File: src/rtl/uart_pkg.sv
// Shared definitions for the UART receive path: FSM state codes, baud
// divider calculation, counter-width helper and the 2-of-3 vote.
package uart_pkg;

    localparam logic [1:0] ST_IDLE  = 2'd0;
    localparam logic [1:0] ST_START = 2'd1;
    localparam logic [1:0] ST_DATA  = 2'd2;
    localparam logic [1:0] ST_STOP  = 2'd3;

    // Rounded clk_sys cycles per oversample tick.
    function automatic int calc_div(input int clk_hz, input int baud, input int oversample);
        longint den;
        longint num;
        den = longint'(baud) * longint'(oversample);
        num = longint'(clk_hz) + (den / 64'sd2);
        return int'(num / den);
    endfunction

    // Bits needed to count 0..value-1, never less than one.
    function automatic int clog2_f(input int value);
        int width;
        int rem;
        width = 32'sd0;
        rem   = value - 32'sd1;
        while (rem > 32'sd0) begin
            width = width + 32'sd1;
            rem   = rem >>> 1;
        end
        if (width < 32'sd1) begin
            width = 32'sd1;
        end
        return width;
    endfunction

    // 2-of-3 majority of the mid-bit samples.
    function automatic logic maj3(input logic a, input logic b, input logic c);
        return (a & b) | (a & c) | (b & c);
    endfunction

endpackage

File: src/rtl/uart_baud_tick_gen.sv
// Oversample tick generator: counts DIV clk_sys cycles per tick. A restart
// pulse zeroes the counter so the next tick lands DIV cycles later, which
// lets a receiver phase-align its ticks to a detected start edge.
module uart_baud_tick_gen
    import uart_pkg::*;
#(
    parameter int DIV = 54
) (
    input  logic clk_sys,
    input  logic rst_sys,
    input  logic restart,
    output logic tick
);

    localparam int            CW       = clog2_f(DIV);
    localparam logic [CW-1:0] DIV_LAST = CW'(DIV - 1);
    localparam logic [CW-1:0] DIV_PRE  = CW'(DIV - 2);

    logic [CW-1:0] div_cnt_r;
    logic          tick_r;

    // Divider counter: wraps at DIV-1, forced to zero on restart.
    always_ff @(posedge clk_sys or posedge rst_sys) begin
        if (rst_sys) begin
            div_cnt_r <= '0;
        end else if (restart) begin
            div_cnt_r <= '0;
        end else if (div_cnt_r == DIV_LAST) begin
            div_cnt_r <= '0;
        end else begin
            div_cnt_r <= div_cnt_r + CW'(1);
        end
    end

    // Registered tick, high exactly while div_cnt_r == DIV-1.
    always_ff @(posedge clk_sys or posedge rst_sys) begin
        if (rst_sys) begin
            tick_r <= 1'b0;
        end else if (restart) begin
            tick_r <= 1'b0;
        end else begin
            tick_r <= (div_cnt_r == DIV_PRE);
        end
    end

    assign tick = tick_r;

endmodule

File: src/rtl/uart_rx_8n1_oversampled.sv
// 8N1 UART receiver. The line is synchronised, a falling edge in IDLE
// re-phases the oversample divider, and each bit is decided by a 2-of-3
// vote around mid-bit. Stop-bit failures raise frame error, and a frame
// error over an all-zero byte is additionally reported as a line break.
module uart_rx_8n1_oversampled
    import uart_pkg::*;
#(
    parameter int CLK_HZ      = 100000000,
    parameter int BAUD        = 115200,
    parameter int OVERSAMPLE  = 16,
    parameter int SYNC_STAGES = 2
) (
    input  logic       clk_sys,
    input  logic       rst_sys,
    input  logic       rx_serial,
    output logic [7:0] rx_byte,
    output logic       rx_vld,
    output logic       rx_frame_err,
    output logic       rx_break,
    output logic       rx_busy
);

    localparam int            DIV       = calc_div(CLK_HZ, BAUD, OVERSAMPLE);
    localparam int            SW        = clog2_f(OVERSAMPLE);
    localparam logic [SW-1:0] SAMP_LO   = SW'(OVERSAMPLE / 2 - 1);
    localparam logic [SW-1:0] SAMP_MID  = SW'(OVERSAMPLE / 2);
    localparam logic [SW-1:0] SAMP_HI   = SW'(OVERSAMPLE / 2 + 1);
    localparam logic [SW-1:0] SAMP_LAST = SW'(OVERSAMPLE - 1);

    if (DIV < 2) begin : g_bad_div
        $error("uart_rx_8n1_oversampled: clock too slow for BAUD*OVERSAMPLE");
    end
    if ((OVERSAMPLE < 8) || ((OVERSAMPLE % 2) != 0)) begin : g_bad_os
        $error("uart_rx_8n1_oversampled: OVERSAMPLE must be even and >= 8");
    end
    if (SYNC_STAGES < 2) begin : g_bad_sync
        $error("uart_rx_8n1_oversampled: SYNC_STAGES must be >= 2");
    end

    logic [SYNC_STAGES-1:0] sync_r;
    logic                   prev_r;
    logic [1:0]             state_r;
    logic [SW-1:0]          samp_idx_r;
    logic [2:0]             bit_idx_r;
    logic [7:0]             shreg_r;
    logic                   vote_lo_r;
    logic                   vote_mid_r;

    logic rx_s;
    logic fall_s;
    logic restart_s;
    logic tick_s;
    logic decide_s;
    logic bit_end_s;
    logic maj_s;

    assign rx_s      = sync_r[SYNC_STAGES-1];
    assign fall_s    = prev_r & ~rx_s;
    assign restart_s = (state_r == ST_IDLE) && fall_s;
    assign decide_s  = tick_s && (samp_idx_r == SAMP_HI);
    assign bit_end_s = tick_s && (samp_idx_r == SAMP_LAST);
    assign maj_s     = maj3(vote_lo_r, vote_mid_r, rx_s);

    uart_baud_tick_gen #(
        .DIV (DIV)
    ) u_tick (
        .clk_sys (clk_sys),
        .rst_sys (rst_sys),
        .restart (restart_s),
        .tick    (tick_s)
    );

    // Metastability chain on the raw line; resets to idle-high.
    always_ff @(posedge clk_sys or posedge rst_sys) begin
        if (rst_sys) begin
            sync_r <= '1;
        end else begin
            sync_r <= {sync_r[SYNC_STAGES-2:0], rx_serial};
        end
    end

    // Previous synchronised sample, used to require a real falling edge.
    always_ff @(posedge clk_sys or posedge rst_sys) begin
        if (rst_sys) begin
            prev_r <= 1'b1;
        end else begin
            prev_r <= rx_s;
        end
    end

    // Capture the first two vote samples; the third is taken live at the decision tick.
    always_ff @(posedge clk_sys or posedge rst_sys) begin
        if (rst_sys) begin
            vote_lo_r  <= 1'b0;
            vote_mid_r <= 1'b0;
        end else if (tick_s && (samp_idx_r == SAMP_LO)) begin
            vote_lo_r  <= rx_s;
        end else if (tick_s && (samp_idx_r == SAMP_MID)) begin
            vote_mid_r <= rx_s;
        end else begin
            vote_lo_r  <= vote_lo_r;
            vote_mid_r <= vote_mid_r;
        end
    end

    // Frame FSM: start validation, data shift, stop check and result strobes.
    always_ff @(posedge clk_sys or posedge rst_sys) begin
        if (rst_sys) begin
            state_r      <= ST_IDLE;
            samp_idx_r   <= '0;
            bit_idx_r    <= 3'd0;
            shreg_r      <= 8'h00;
            rx_byte      <= 8'h00;
            rx_vld       <= 1'b0;
            rx_frame_err <= 1'b0;
            rx_break     <= 1'b0;
            rx_busy      <= 1'b0;
        end else begin
            rx_vld       <= 1'b0;
            rx_frame_err <= 1'b0;
            rx_break     <= 1'b0;
            case (state_r)
                ST_IDLE: begin
                    if (fall_s) begin
                        state_r    <= ST_START;
                        samp_idx_r <= '0;
                        bit_idx_r  <= 3'd0;
                        rx_busy    <= 1'b1;
                    end
                end
                ST_START: begin
                    if (decide_s && maj_s) begin
                        // Start bit did not hold low at mid-bit: treat as a glitch.
                        state_r    <= ST_IDLE;
                        samp_idx_r <= '0;
                        rx_busy    <= 1'b0;
                    end else if (bit_end_s) begin
                        state_r    <= ST_DATA;
                        samp_idx_r <= '0;
                        bit_idx_r  <= 3'd0;
                    end else if (tick_s) begin
                        samp_idx_r <= samp_idx_r + SW'(1);
                    end
                end
                ST_DATA: begin
                    if (decide_s) begin
                        shreg_r <= {maj_s, shreg_r[7:1]};
                    end
                    if (bit_end_s) begin
                        samp_idx_r <= '0;
                        if (bit_idx_r == 3'd7) begin
                            state_r <= ST_STOP;
                        end else begin
                            bit_idx_r <= bit_idx_r + 3'd1;
                        end
                    end else if (tick_s) begin
                        samp_idx_r <= samp_idx_r + SW'(1);
                    end
                end
                ST_STOP: begin
                    if (decide_s) begin
                        // Leave at mid-stop so a back-to-back start edge is not missed.
                        if (maj_s) begin
                            rx_byte <= shreg_r;
                            rx_vld  <= 1'b1;
                        end else begin
                            rx_frame_err <= 1'b1;
                            rx_break     <= (shreg_r == 8'h00);
                        end
                        state_r    <= ST_IDLE;
                        samp_idx_r <= '0;
                        rx_busy    <= 1'b0;
                    end else if (tick_s) begin
                        samp_idx_r <= samp_idx_r + SW'(1);
                    end
                end
                default: begin
                    state_r    <= ST_IDLE;
                    samp_idx_r <= '0;
                    rx_busy    <= 1'b0;
                end
            endcase
        end
    end

endmodule
File: config.mk
export PLATFORM = sky130hd
export DESIGN_NAME = uart_rx_8n1_oversampled
export DESIGN_NICKNAME = d
export VERILOG_FILES = /design/src/rtl/uart_pkg.sv /design/src/rtl/uart_baud_tick_gen.sv /design/src/rtl/uart_rx_8n1_oversampled.sv
export SDC_FILE = /design/constraint.sdc
export NUM_CORES = 1
export LEC_CHECK = 0
export BUFFER_PORTS_ARGS = -buffer_cell sky130_fd_sc_hd__buf_4
export CAP_MARGIN = 20
export CORE_MARGIN = 10
export CORE_UTILIZATION = 53
export DETAILED_ROUTE_END_ITERATION = 12
export PLACE_DENSITY = 0.72
export SETUP_SLACK_MARGIN = 0.1
export SKIP_CTS_REPAIR_TIMING = 1
export SYNTH_ARGS = -nofsm -noshare
export SYNTH_HDL_FRONTEND = slang
export SYNTH_SLANG_ARGS = --single-unit
File: constraint.sdc
create_clock -name clk_sys -period 1.9 [get_ports clk_sys]
set_clock_uncertainty 0.1 [all_clocks]
set_input_delay 0.095 -clock clk_sys [delete_from_list [all_inputs] [get_ports clk_sys]]
set_output_delay 0.095 -clock clk_sys [all_outputs]
set_load 0.005 [all_outputs]
Word level (Yosys, flattened, before mapping)
Index checks and enable logic that the tools add are counted.

Register bits: 41. Output and inout bits: 12. Word-level logic and storage cells: 96.

Add/sub/neg operators: 3. Eq/ne operators: 19. Muxes and demuxes: 35. Bitwise gates (word level): 8. Reductions and logical operators: 16.

Operators with widths (number): $mux 4 (5); $ne 2x2->1 const B (8); $pmux 4 s4 (1); $mux 3 (5); $mux 1 (13); $eq 4x4->1 const B (3); $eq 6x6->1 const B (2); $mux 2 (6); $mux 6 (2); $pmux 3 s3 (1); $logic_not 8->1 (1); $pmux 2 s4 (1); $add 6x1->6 const B (1); $logic_and 1x1->1 (6); $reduce_and 6->1 (1); $reduce_bool 3->1 (2); $reduce_and 5->1 (1); $add 4x1->4 const B (1); $and 1x1->1 (4); $eq 2x2->1 const B (2); $eq 4x3->1 const B (1); $reduce_and 2->1 (2); $reduce_and 4->1 (1); $add 3x1->3 const B (1); 8 further kinds (10).

Logic depth before layout (Yosys ltp)
Gate-level depths: netlist (run 1).

Depth in word-level cells: 6. Gate-level depth with buffers: 6.

By module
A second synthesis (run 1) with hierarchy kept.

Cell total of the unflattened synthesis: 163. Area total of the unflattened synthesis: 1950.6 um2.

Modules (own cells, without submodules): uart_rx_8n1_oversampled (instances 1, cells an instance 132, area each 1611.5 um2, sequential area each 854.6 um2); uart_baud_tick_gen (instances 1, cells an instance 31, area each 339.1 um2, sequential area each 175.2 um2).

Worst setup path before layout (run 1)
OpenSTA, ideal clock, no wires.

Path kind: reg2reg. Start: register samp_idx_r[0]. End: register samp_idx_r[3]. Setup time: 0.066 ns. Arrival time: 1.695 ns. Required time: 1.734 ns. Path slack: 0.039 ns. Cell stages (with the launch flop): 6. Buffers on the path: 0. Period minus slack after synthesis: 1.861 ns. Cells stage by stage: dfrtp_1 ha_1 and4_4 or4_4 a311oi_1 a211o_1.

Word-level cells in the longest chain between the ends: 5. Elaborated cells between the ends (all ways): 11. Those cells by class: add/sub: 1; eq/ne: 2; mux: 5; reduce/logical: 3.

RTL lines: start: declaration (RTL line uart_rx_8n1_oversampled.sv:43) `logic [SW-1:0] samp_idx_r;`; start signal: assignment (RTL line uart_rx_8n1_oversampled.sv:142) `samp_idx_r <= samp_idx_r + SW'(1);`; start signal: assignment (RTL line uart_rx_8n1_oversampled.sv:157) `samp_idx_r <= samp_idx_r + SW'(1);`; start signal: assignment (RTL line uart_rx_8n1_oversampled.sv:174) `samp_idx_r <= samp_idx_r + SW'(1);`; $add 4x1->4, or another cell as far along (RTL line uart_rx_8n1_oversampled.sv:142, uart_rx_8n1_oversampled.sv:157, uart_rx_8n1_oversampled.sv:174); $mux 4, or another cell as far along (RTL line uart_rx_8n1_oversampled.sv:141, uart_rx_8n1_oversampled.sv:156, uart_rx_8n1_oversampled.sv:173); $mux 4 / $logic_and 1x1->1 (equally long branches) (RTL line uart_rx_8n1_oversampled.sv:137, uart_rx_8n1_oversampled.sv:132); $mux 4 (RTL line uart_rx_8n1_oversampled.sv:132) `if (decide_s && maj_s) begin`; $pmux 4 s4 * (RTL line uart_rx_8n1_oversampled.sv:122) `case (state_r)`.

Every way passes the cells marked *; elsewhere a longest branch is shown, timed or not. A chain may end at the register's enable or synchronous reset.

Worst setup path after layout (run 1)
Start: register samp_idx_r[1]. End: register state_r[0].

Word-level cells in the longest chain between the ends: 5. Elaborated cells between the ends (all ways): 11. Those cells by class: eq/ne: 5; mux: 2; reduce/logical: 4.

RTL lines: $eq 4x4->1 (RTL line uart_rx_8n1_oversampled.sv:60) `assign decide_s = tick_s && (samp_idx_r == SAMP_HI);`; $logic_and 1x1->1 (RTL line uart_rx_8n1_oversampled.sv:60); $logic_and 1x1->1 (RTL line uart_rx_8n1_oversampled.sv:132); $ne 3x3->1 (no source line) / $mux 2 (equally long branches); $reduce_and 5->1 (no source line) / $pmux 2 s4 (equally long branches); end signal: assignment (RTL line uart_rx_8n1_oversampled.sv:134) `state_r <= ST_IDLE;`; end signal: assignment (RTL line uart_rx_8n1_oversampled.sv:138) `state_r <= ST_DATA;`; end signal: assignment (RTL line uart_rx_8n1_oversampled.sv:152) `state_r <= ST_STOP;`; end: declaration (RTL line uart_rx_8n1_oversampled.sv:42) `logic [1:0] state_r;`.

Several ways; a longest one is shown, not always the timed one.

==> run summary, run 1 <==
The run finished with clean final reports. The global-route wire length before repair came out at 6189 microns. The maximum number of pins on one net before global-route repair is 42. The vertical die dimension is 79.57 microns.

Setup violations remaining at the end of the flow were counted as 0. The level count of the clock H-tree is 2. The number of synthesized register bits is 41. Following the worst setup path forward leads to its endpoint at state_r[0]. The most used flip-flop cell after synthesis is dfrtp_1. The final critical-path required period came out at 1.890 ns. The number of nets with antenna violations after detailed routing came out at 0. In the routed design, unresolved DRC markers number 0. The count of non-filler cells in the finished layout is 237. The total negative slack for setup checks is 0 ns. The commonest cells after synthesis are dfrtp_1, mux2_2, nor2_1, inv_1.

The routed via count divided by cell count came out at 5.447. The area of placed instances is 2083 sq um. The max-slew headroom at the worst pin came out at 66.56%.

The endpoint identified for the worst register-to-register timing path is state_r[0]. The first detailed-routing pass ran for 4 iterations. The share of the cycle needed by the critical path after routing is 99.46%. The tree is rooted in a clkbuf_4. The final number of hold-violating endpoints is 0. The total of buffers placed on input and output ports came out at 14. The total CTS buffers came out at 5. The largest fanout on the critical path is 5. The multi-input logic area came out at 839.6 sq um. The half-perimeter wire length of the detailed placement result came out at 2641 microns. The worst setup path is launched from a register. The number of fill cells in the layout is 266.

The final wirelength came out at 3759 microns. Counting flops with an async set or reset pin after synthesis yields a share of 100.0%. The count of yosys warnings during synthesis came out at 0. The overall global routing resource usage is 12.31%. TritonCTS built the clock tree. The area of the mapped netlist is 1881 sq um. Hold timing on the final database bottoms out at a slack of 0.2661 ns.

The length in cells of the worst reg-to-reg path is 5. The area overhead of the layout relative to synthesis is 19.10%. The most critical setup path has its startpoint at samp_idx_r[1]. The net total in the final layout came out at 201. The count of pins on the block boundary is 15. After floorplanning, the core was divided into 21 placement rows. The clock sink total came out at 41. The final estimated routing congestion in global placement came out at 0.8627. The sequential cells in the finished layout cover a total of 1030 sq um. The effective utilization at floorplan is 55.48%. The top-area cell type share of the netlist area is 50.57%. Data on the critical path arrives at its endpoint at 2.07 ns. The number of global-route vias before repair came out at 1327.

Sorting the synthesized cells by area gives the leading types as dfrtp_1, mux2_2, ha_1, dfstp_2, nor2_1. The routed wirelength normalized by instance count came out at 15.86 microns. The biggest area contributor in the post-synthesis netlist is dfrtp_1. The final design instance area without fill came out at 2240 sq um.

In this run the critical register-to-register path is launched from samp_idx_r[1]. The number of different library cells used by synthesis comes to 41. The via count of the routed design is 1291.

The largest buffer count on any clock path is 2. The min-delay analysis places its worst path in the category register to register. The detailed router finished its first iteration with 61 violations. VDD sags by at most 0.5251 mV. Setup repair after global routing could not meet its margin everywhere. The initial antenna violation count is 0. The most common cell in the synthesized netlist is dfrtp_1. Setup slack on the worst reg-to-reg path comes out at 0.01 ns. The endpoint required time on the critical path came out at 2.08 ns. The worst setup path is captured at a register.

The number of antenna diodes in the final layout is 0. For this design the static power due to leakage is 1.104 nW. The core box area came out at 3390 sq um. The clock transition time at the flip-flop clock pins of the worst setup and hold paths is 0.12 ns. The power density normalized to cell area is 795.1 nW/um^2.

Global routing finished with a remaining overflow of 0. The number of max-slew violations in the final report is 0. For the pin with the worst max-slew slack, the measured transition is 0.5016 ns.

The area of the die is 6331 sq um. The number of violations of the max-capacitance limit came out at 0. Sequential elements use 54.76% of the synthesized area. The worst setup path is of the register to register kind. The horizontal die dimension came out at 79.57 microns. The number of placed instances with taps included came out at 223. The number of flops mapped to enable cells by yosys is 0. The average instance in the mapped netlist occupies 11.90 sq um. The net count of the mapped netlist came out at 169. The maximum clock frequency is 529.2 MHz. The clock network latency to the later pin of the worst-skew pair came out at 0.36 ns. The cell count after synthesis came out at 158. The share of layout cells above drive strength 1 came out at 35.08%. The core utilization of the finished layout came out at 66.08%.
-- per-stage QoR --
step / worst slack, ns / power [mW]
4_1_cts: -0.09585 / 1.785
3_5_place_dp: -0.07849 / 1.346
3_3_place_gp: 0.05792 / 1.321
5_1_grt: -0.04032 / 1.871
6_report: 0.01021 / 1.781
2_1_floorplan: 0.07774 / 1.257
-- report_power, final --
group	leakage, nW	switching [mW]	internal, mW
registers	0.550	0.0765	0.939
clock network	0.0245	0.295	0.145
logic	0.530	0.187	0.138
total	1.10	0.558	1.22
-- worst max-delay path: stages (launching register included) --
cell and delay [ns]:
dfrtp_1 0.44, ha_2 0.22, and4_4 0.20, or4_4 0.52
nand3_1 0.14, mux2i_1 0.20
-- sequential cells by signal (all words and copies together) (netlist names), named ones only --
signal	flops
rx_frame_err	1
u_tick.tick	1
samp_idx_r	4
rx_vld	1
rx_byte	8
shreg_r	8
bit_idx_r	3
u_tick.div_cnt_r	6
sync_r	2
prev_r	1
vote_mid_r	1
state_r	1
rx_break	1
rx_busy	1
vote_lo_r	1
-- final cells by class --
cell class	count	share of cell area (%)
clock buffer	6	1.844
multi-input combinational	103	37.49
clock inverter	2	0.6704
tap	46	2.570
sequential	41	45.98
inverter	12	2.011
timing repair buffer	27	9.441
-- routing by layer --
metal	part of all wire [%]	global-route usage [%]
met5	0	0
met4	1.7	6.452
met2	54	21.60
met3	5.0	4.392
met1	39	12.51
-- how the worst min path moves through the flow --
stage | startpoint | to | slack [ns] | cells past startpoint
after floorplan | rx_serial | sync_r[0] | -0.0005 | 0
after global placement | rx_serial | sync_r[0] | 0.10 | 1
after detailed placement | rx_serial | sync_r[0] | 0.11 | 1
after CTS | rx_serial | sync_r[0] | -0.28 | 1
after global routing | sync_r[0] | sync_r[1] | 0.27 | 0
final | sync_r[0] | sync_r[1] | 0.27 | 0
-- logic make-up after synthesis --
logic type	share of synthesized area [%]
AOI/OAI and AO/OA	7.917
xor gates and xnor gates	2.329
adders and majority gates	5.922
buffers and inverters	3.593
DFF	54.76
muxes	11.31
and+or+nand+nor	14.17
-- cells in the final DEF (no fill, tap or decap), types with 4 or more instances in the layout --
master / netlist / layout
buf_4: 1 / 24
dfrtp_1: 38 / 38
mux2_2: 18 / 18
nor2_1: 13 / 13
clkbuf_4: 0 / 5
nand2_1: 8 / 8
inv_1: 11 / 11
ha_1: 8 / 7
nand3_1: 4 / 4
Note: power is estimated with default switching activity, not from simulation.
==> inputs of run 2 (changes only) <==
==> constraint.sdc (replaced) <==
create_clock -name clk_sys -period 1.63 [get_ports clk_sys]
set_clock_uncertainty 0.1 [all_clocks]
set_input_delay 0.0815 -clock clk_sys [delete_from_list [all_inputs] [get_ports clk_sys]]
set_output_delay 0.0815 -clock clk_sys [all_outputs]
set_load 0.005 [all_outputs]
==> run summary, run 2 (synthesis gave the netlist of run 1 again) <==
The routed via count divided by cell count came out at 5.593 (+2.7%). The maximum number of pins on one net before global-route repair is 42 (unchanged). The final wirelength came out at 4085 microns (+8.7%). The number of global-route vias before repair came out at 1385 (+4.4%). The number of violations of the max-capacitance limit came out at 0 (unchanged). The clock network latency to the later pin of the worst-skew pair is 0.35 ns (about the same). The net total in the final layout is 213 (+6.0%). The overall global routing resource usage came out at 13.28% (+0.97 points). The share of layout cells above drive strength 1 came to 48.02% (+13 points). The length of the first detailed-routing pass in iterations came to 5 (+1).

The half-perimeter wire length of the detailed placement result is 2925 microns (+11%). The largest vdd supply drop is 0.4886 mV (-6.9%). The row count was 21 (unchanged).

TritonCTS built the clock tree. The arrival time at the worst endpoint is 2.08 ns (about the same). The clock transition time at the flip-flop clock pins of the worst setup and hold paths came out at 0.12 ns (about the same). The endpoint required time on the critical path came out at 1.83 ns (-0.25 ns). The via count of the routed design came out at 1387 (+7.4%). The horizontal die dimension came out at 79.57 microns (unchanged). The critical path capture point type is a register. The count of non-filler cells in the finished layout came to 248 (+4.6%). The vertical die dimension came out at 79.57 microns (unchanged). The area overhead of the layout relative to synthesis came out at 29.87%. The number of placed instances with taps included is 236 (+5.8%). The worst slack on hold paths came to 0.2653 ns (-0.0007530 ns). STA classifies the critical path startpoint as a register. The final estimated routing congestion in global placement is 0.8474 (-1.8%). The total CTS buffers is 5 (unchanged). The startpoint identified for the worst register-to-register timing path is samp_idx_r[1]. The largest registers in the layout are rx_byte x8, shreg_r x8, u_tick.div_cnt_r x6.

The area of placed instances is 2241 sq um (+7.6%). The clock sink total is 41 (unchanged). The global-route wire length before repair is 6679 microns (+7.9%). The share of the cycle needed by the critical path after routing came out at 115.8% (+16 points). The setup slack after layout is -0.2576 ns (-0.2678 ns).

Leaving out fill and tap cells, the most frequent cell in the layout is dfrtp_1. The number of remaining DRC errors was 0 (unchanged). In this run the worst setup path begins at samp_idx_r[1].

The worst slack at placement was -0.2460 ns (-0.1675 ns). The slew of the pin with the lowest slew margin was 0.5018 ns (+0.0002218 ns). The global route total overflow is 0 (unchanged). The power density normalized to cell area came out at 890.3 nW/um^2 (+12%).

The maximum clock frequency is 529.8 MHz (+0.12%). The final design instance area without fill is 2442 sq um (+9.1%). The count of endpoints failing setup in the final report is 24 (+24). The routed wirelength normalized by instance count is 16.47 microns (+3.9%). The number of fill cells in the layout is 231 (-13%). The final number of hold-violating endpoints came out at 0 (unchanged). The total negative slack for setup checks was -4.143 ns (-4.143 ns). The level count of the clock H-tree was 2 (unchanged). The static power due to leakage is 1.197 nW (+8.4%).

Setup repair after global routing could not meet its margin everywhere. The number of max-slew violations in the final report was 0 (unchanged). The startpoint-to-endpoint class of the critical path is register to register. The total of buffers placed on input and output ports is 14 (unchanged). The violation count after the first detailed-routing iteration is 67 (+9.8%). The core box area came out at 3390 sq um (unchanged).

The final critical-path required period is 1.888 ns (-0.002237 ns). The number of nets with antenna violations after detailed routing came out at 0 (unchanged). The startpoint of the tightest hold check path is sync_r[0].

The area of the die is 6331 sq um (unchanged). The total inserted antenna cells is 0 (unchanged). In the layout the commonest cells are dfrtp_1, buf_4, inv_1, mux2_2. The max-slew headroom at the worst pin came out at 66.55% (about the same). The core utilization of the finished layout came out at 72.06% (+6.0 points). Clock tree synthesis selected as its root buffer the cell clkbuf_4. The initial antenna violation count is 0 (unchanged). In this run the worst hold path is classified as register to register. The power after layout was 2.174 mW (+22%). The largest buffer count on any clock path was 2 (unchanged). The final reports fail on setup timing. The run finished, with violations left. The effective utilization at floorplan is 55.48% (unchanged). The count of pins on the block boundary was 15 (unchanged). The largest fanout on the critical path came out at 5 (unchanged).
==> run 2: cell types whose count changed in the layout (fill, tap and decap cells not counted), moves of 5 or more <==
cell    delta
buf_4     +11
mux2_2     -8
mux2_4     +8
nor2_1     -5
nor2_2     +5
==> run 2: routing by layer <==
metal  share of wire [%]  up-vias  track usage [%]  routed length, microns
met5                   0        -                0                       0
met4                 1.7        0            6.631                      68
met3                 5.0        6            4.167                     203
met2                  51       40            20.87                    2099
met1                  42      699            16.01                    1714
li1                    -      642                -                       -
==> run 2: critical path, stage by stage (launching register included) <==
cell      delay (ns)
dfrtp_1         0.44
ha_2            0.20
and4_4          0.20
or4_4           0.52
a311oi_2        0.23
a211o_1         0.14
==> run 2: cell type report <==
type,count,area (sq um),share of cell area [%]
Sequential cell,41,1030,42.16
Tap cell,46,57.56,2.357
Inverter,12,45.04,1.844
Multi-Input combinational cell,102,934.6,38.27
Clock inverter,1,8.758,0.3586
Timing Repair Buffer,40,325.3,13.32
Clock buffer,6,41.29,1.691
==> run 2: worst paths after layout <==
path                       slack (ns)  depth (start not counted)       endpoint
max                             -0.26                          5  samp_idx_r[3]
min                              0.27                          0      sync_r[1]
max reg2reg                     -0.26                          5  samp_idx_r[3]
min reg2reg                      0.27                          0      sync_r[1]
max in group asynchronous        0.74                          4      sync_r[1]
min in group asynchronous        0.31                          4     shreg_r[7]
==> run 2: power breakdown <==
part | internal [mW] | switching, mW
clock network | 0.164 | 0.312
logic | 0.242 | 0.269
registers | 1.09 | 0.0914
total | 1.50 | 0.673
==> inputs of run 3 (changes only) <==
--- a/config.mk
+++ b/config.mk
@@ -5,14 +5,15 @@
 export SDC_FILE = /design/constraint.sdc
 export NUM_CORES = 1
 export LEC_CHECK = 0
+export ABC_AREA = 1
 export BUFFER_PORTS_ARGS = -buffer_cell sky130_fd_sc_hd__buf_4
 export CAP_MARGIN = 20
 export CORE_MARGIN = 10
 export CORE_UTILIZATION = 53
 export DETAILED_ROUTE_END_ITERATION = 12
-export PLACE_DENSITY = 0.72
-export SETUP_SLACK_MARGIN = 0.1
+export PLACE_DENSITY = 0.71
 export SKIP_CTS_REPAIR_TIMING = 1
 export SYNTH_ARGS = -nofsm -noshare
 export SYNTH_HDL_FRONTEND = slang
+export SYNTH_HIERARCHICAL = 1
 export SYNTH_SLANG_ARGS = --single-unit
==> run summary, run 3 <==
The routed via count divided by cell count is 4.952 (-11%). The maximum number of pins on one net before global-route repair came out at 35 (-17%). The total negative slack for setup checks came out at 0 ns (+4.143 ns).

The initial antenna violation count came out at 0 (unchanged). The net total in the final layout is 253 (+19%). The horizontal die dimension came out at 81.13 microns (+2.0%). The top cell types in the final layout, fill and taps aside, are nand2_1, dfrtp_1, inv_1. The slew of the pin with the lowest slew margin came out at 0.4283 ns (-0.07356 ns). The maximum clock frequency was 647.6 MHz (+22%). The routed wirelength normalized by instance count is 12.10 microns (-27%). In this run the worst hold path is classified as primary input to async pin. The startpoint class of the critical path is a register. The number of distinct standard cells referenced by the synthesized netlist is 30 (-27%). The number of nets with antenna violations after detailed routing is 0 (unchanged). The total CTS buffers came to 5 (unchanged). The clock sink total is 41 (unchanged). The fraction of power spent switching nets was 36.52% (+5.6 points).

By startpoint and endpoint, the worst setup path is classified as register to register. The overall global routing resource usage is 11.78% (-1.5 points). The violation count after the first detailed-routing iteration was 54 (-19%). The internal power consumption is 1.803 mW (+20%). The max-slew headroom at the worst pin came to 71.45% (+4.9 points). The worst setup slack for register-to-register paths came out at 0.09 ns (+0.34 ns). The number of remaining DRC errors came out at 0 (unchanged). The global-route wire length before repair came out at 6051 microns (-9.4%).

The number of fill cells in the layout is 335 (+45%). The final wirelength came out at 3522 microns (-14%). The arrival time at the worst endpoint is 1.64 ns (-0.44 ns). The total inserted antenna cells was 0 (unchanged). The number of max-slew violations in the final report came out at 0 (unchanged). The core box area is 3633 sq um (+7.2%). Among all flip-flop cells after synthesis, the most frequent one is dfrtp_1. The number of synthesized register bits is 41 (unchanged). The number of global-route vias before repair is 1409 (+1.7%). The largest fanout on the critical path was 17 (+12). The run finished with clean final reports.

The clock network latency to the later pin of the worst-skew pair came out at 0.30 ns (-0.05 ns). The number of violations of the max-capacitance limit was 0 (unchanged). The global route total overflow is 0 (unchanged). STA classifies the critical path endpoint as a register. The critical register-to-register path endpoint is rx_byte[7]. The via count of the routed design is 1441 (+3.9%). Leaving out fill and tap cells, the most frequent cell in the layout is nand2_1. The final design instance area without fill is 2312 sq um (-5.3%). The cell type with the largest total area after synthesis is dfrtp_1. The area of placed instances came to 2127 sq um (-5.1%). The power density normalized to cell area came out at 1228 nW/um^2 (+38%). The part of the total power dissipated in the clock network is 22.9% (+1.0 points).

The most numerous cell type found on the critical path is nand2_1. The critical path buffer and inverter count is 2 (+2). The largest vdd supply drop came to 0.7903 mV (+62%). The reg-to-reg critical path startpoint is samp_idx_r[1]. Ranked by total cell area, the synthesized netlist is headed by dfrtp_1, nand2_1, ha_1, inv_1, dfstp_2. The half-perimeter wire length of the detailed placement result came out at 2445 microns (-16%). The static power due to leakage came out at 1.102 nW (-7.9%). The critical path goes through inv_2, ha_2, nand2_1, nor2_2, nand2_2, inv_4, nand2_8, nand2_1, o21ai_2. The count of endpoints failing setup in the final report came out at 0 (-100%).

The total of buffers placed on input and output ports was 14 (unchanged). The tree is rooted in a clkbuf_8. The final estimated routing congestion in global placement came out at 0.7962 (-6.0%). The portion of total power attributed to combinational logic is 30.7% (+7.2 points). The delay of the slowest critical-path stage came out at 0.42 ns (-0.10 ns). The final critical-path required period is 1.544 ns (-0.3434 ns). The final number of hold-violating endpoints is 0 (unchanged). The endpoint required time on the critical path came to 1.72 ns (-0.11 ns). The synthesized area per cell is 9.086 sq um (-24%). The area of the die is 6582 sq um (+4.0%). The area of the mapped netlist came out at 1981 sq um (+5.3%).

The number of flops mapped to enable cells by yosys came out at 0 (unchanged). The vertical die dimension is 81.13 microns (+2.0%). The switching component of the power came out at 1.037 mW (+54%). The length of the first detailed-routing pass in iterations came out at 4 (-1). The count of yosys warnings during synthesis is 6 (+6). The share of synthesized flip-flops with an asynchronous set or reset is 100.0% (unchanged). The count of pins on the block boundary is 15 (unchanged). The cell count after synthesis is 218 (+38%). The share of layout cells above drive strength 1 came out at 28.81% (-19 points). The commonest cells after synthesis are nand2_1, dfrtp_1, inv_1, nor2_1, o21ai_1. The effective utilization at floorplan was 54.51% (-0.97 points). The clock transition time at the flip-flop clock pins of the worst setup and hold paths came out at 0.07 ns (-0.05 ns). The largest buffer count on any clock path was 2 (unchanged). The family with the most delay on the worst path is simple AND/OR/NAND/NOR gates. TritonCTS built the clock tree. The top-area cell type share of the netlist area is 48.01% (-2.6 points). The level count of the clock H-tree came out at 2 (unchanged). The share of the cycle needed by the critical path after routing came to 94.73% (-21 points). The net count of the mapped netlist is 229 (+36%). The share of synthesized area occupied by flip-flops and latches was 51.99% (-2.8 points). In the final layout, the registers with the most flip-flops are rx_byte x8, shreg_r x8, u_tick/div_cnt_r x6. Compared with the post-synthesis result, the final layout area differs by 16.74%. The cell with the largest stage delay on the worst path is dfrtp_1. The row count is 22 (+4.8%). The relative contribution of sequential cells to total power is 46.4% (-8.2 points).

The length in cells of the worst reg-to-reg path came out at 9 (+4). The most frequent cell after synthesis is nand2_1. The core utilization of the finished layout came out at 63.64% (-8.4 points). Setup repair after global routing could not meet its margin everywhere.
## run 3: cell count changes after synthesis, sizes merged, moves of 4 or more
cell	previous run	this run
nand2	8	53
o21ai	4	28
inv	12	32
mux2	18	1
nand3	5	12
nor2	15	22
nand4	2	6
## run 3: final cells by class
type	instances	area [sq um]	area share (%)
well taps	48	60.06	2.597
inverters	32	122.6	5.303
clock buffers	7	76.32	3.301
multi-input cells	142	859.6	37.18
clock inverters	1	7.507	0.3247
flip-flops and latches	41	1031	44.59
repair buffers	20	155.1	6.710
## run 3: cells by family (layout without fill, tap and decap cells)
| group | after synthesis | in the layout | synth area share (%) |
|---|---|---|---|
| and+or+nand+nor | 96 | 96 | 22.81 |
| AOI/OAI and AO/OA | 34 | 34 | 10.87 |
| muxes | 1 | 1 | 0.5685 |
| xor gates and xnor gates | 3 | 3 | 1.327 |
| buffers and inverters | 35 | 60 | 7.391 |
| DFF | 41 | 41 | 51.99 |
| adders and majority gates | 8 | 8 | 5.054 |
## run 3: power by group through the flow
| stage | sequential, mW | clock [mW] | combinational, mW |
|---|---|---|---|
| after floorplan | 1.30 | 0 | 0.669 |
| after global placement | 1.33 | 0 | 0.786 |
| after detailed placement | 1.33 | 0 | 0.807 |
| after CTS | 1.32 | 0.674 | 0.807 |
| after global routing | 1.34 | 0.695 | 1.02 |
| final | 1.32 | 0.651 | 0.871 |
## run 3: metrics by stage
stage | hold WS, ns | power, mW | worst slack, ns | cells
global route | 0.2198 | 3.055 | -0.05630 | 291
detailed placement | -0.05627 | 2.141 | 0.03061 | 278
global placement | -0.05969 | 2.119 | 0.04907 | 278
finish | 0.2045 | 2.840 | 0.08583 | 291
CTS | -0.3839 | 2.797 | 0.01799 | 286
floorplan | -0.2151 | 1.967 | 0.1078 | 218
## run 3: worst register-to-register path: stages, from the launching register on
cell and delay [ns]:
dfrtp_1 0.42, inv_2 0.08, ha_2 0.20, nand2_1 0.07, nor2_2 0.11, nand2_2 0.10
inv_4 0.10, nand2_8 0.11, nand2_1 0.11, o21ai_2 0.05
## run 3: worst max path at each step
stage | startpoint | end | slack, ns | cells past startpoint
after floorplan | bit_idx_r[0] | bit_idx_r[0] | 0.11 | 7
after global placement | bit_idx_r[0] | bit_idx_r[0] | 0.05 | 7
after detailed placement | bit_idx_r[0] | bit_idx_r[0] | 0.03 | 7
after global routing | samp_idx_r[1] | rx_busy | -0.06 | 9
final | samp_idx_r[1] | rx_byte[7] | 0.09 | 9
after CTS | bit_idx_r[0] | bit_idx_r[0] | 0.02 | 7
## run 3: routing by layer
layer / vias to the layer above / GRT usage, % / wire length (microns)
met5: - / 0 / 0
met4: 0 / 6.747 / 79
met3: 8 / 3.753 / 176
met2: 19 / 18.79 / 1632
met1: 676 / 13.72 / 1634
li1: 738 / - / -
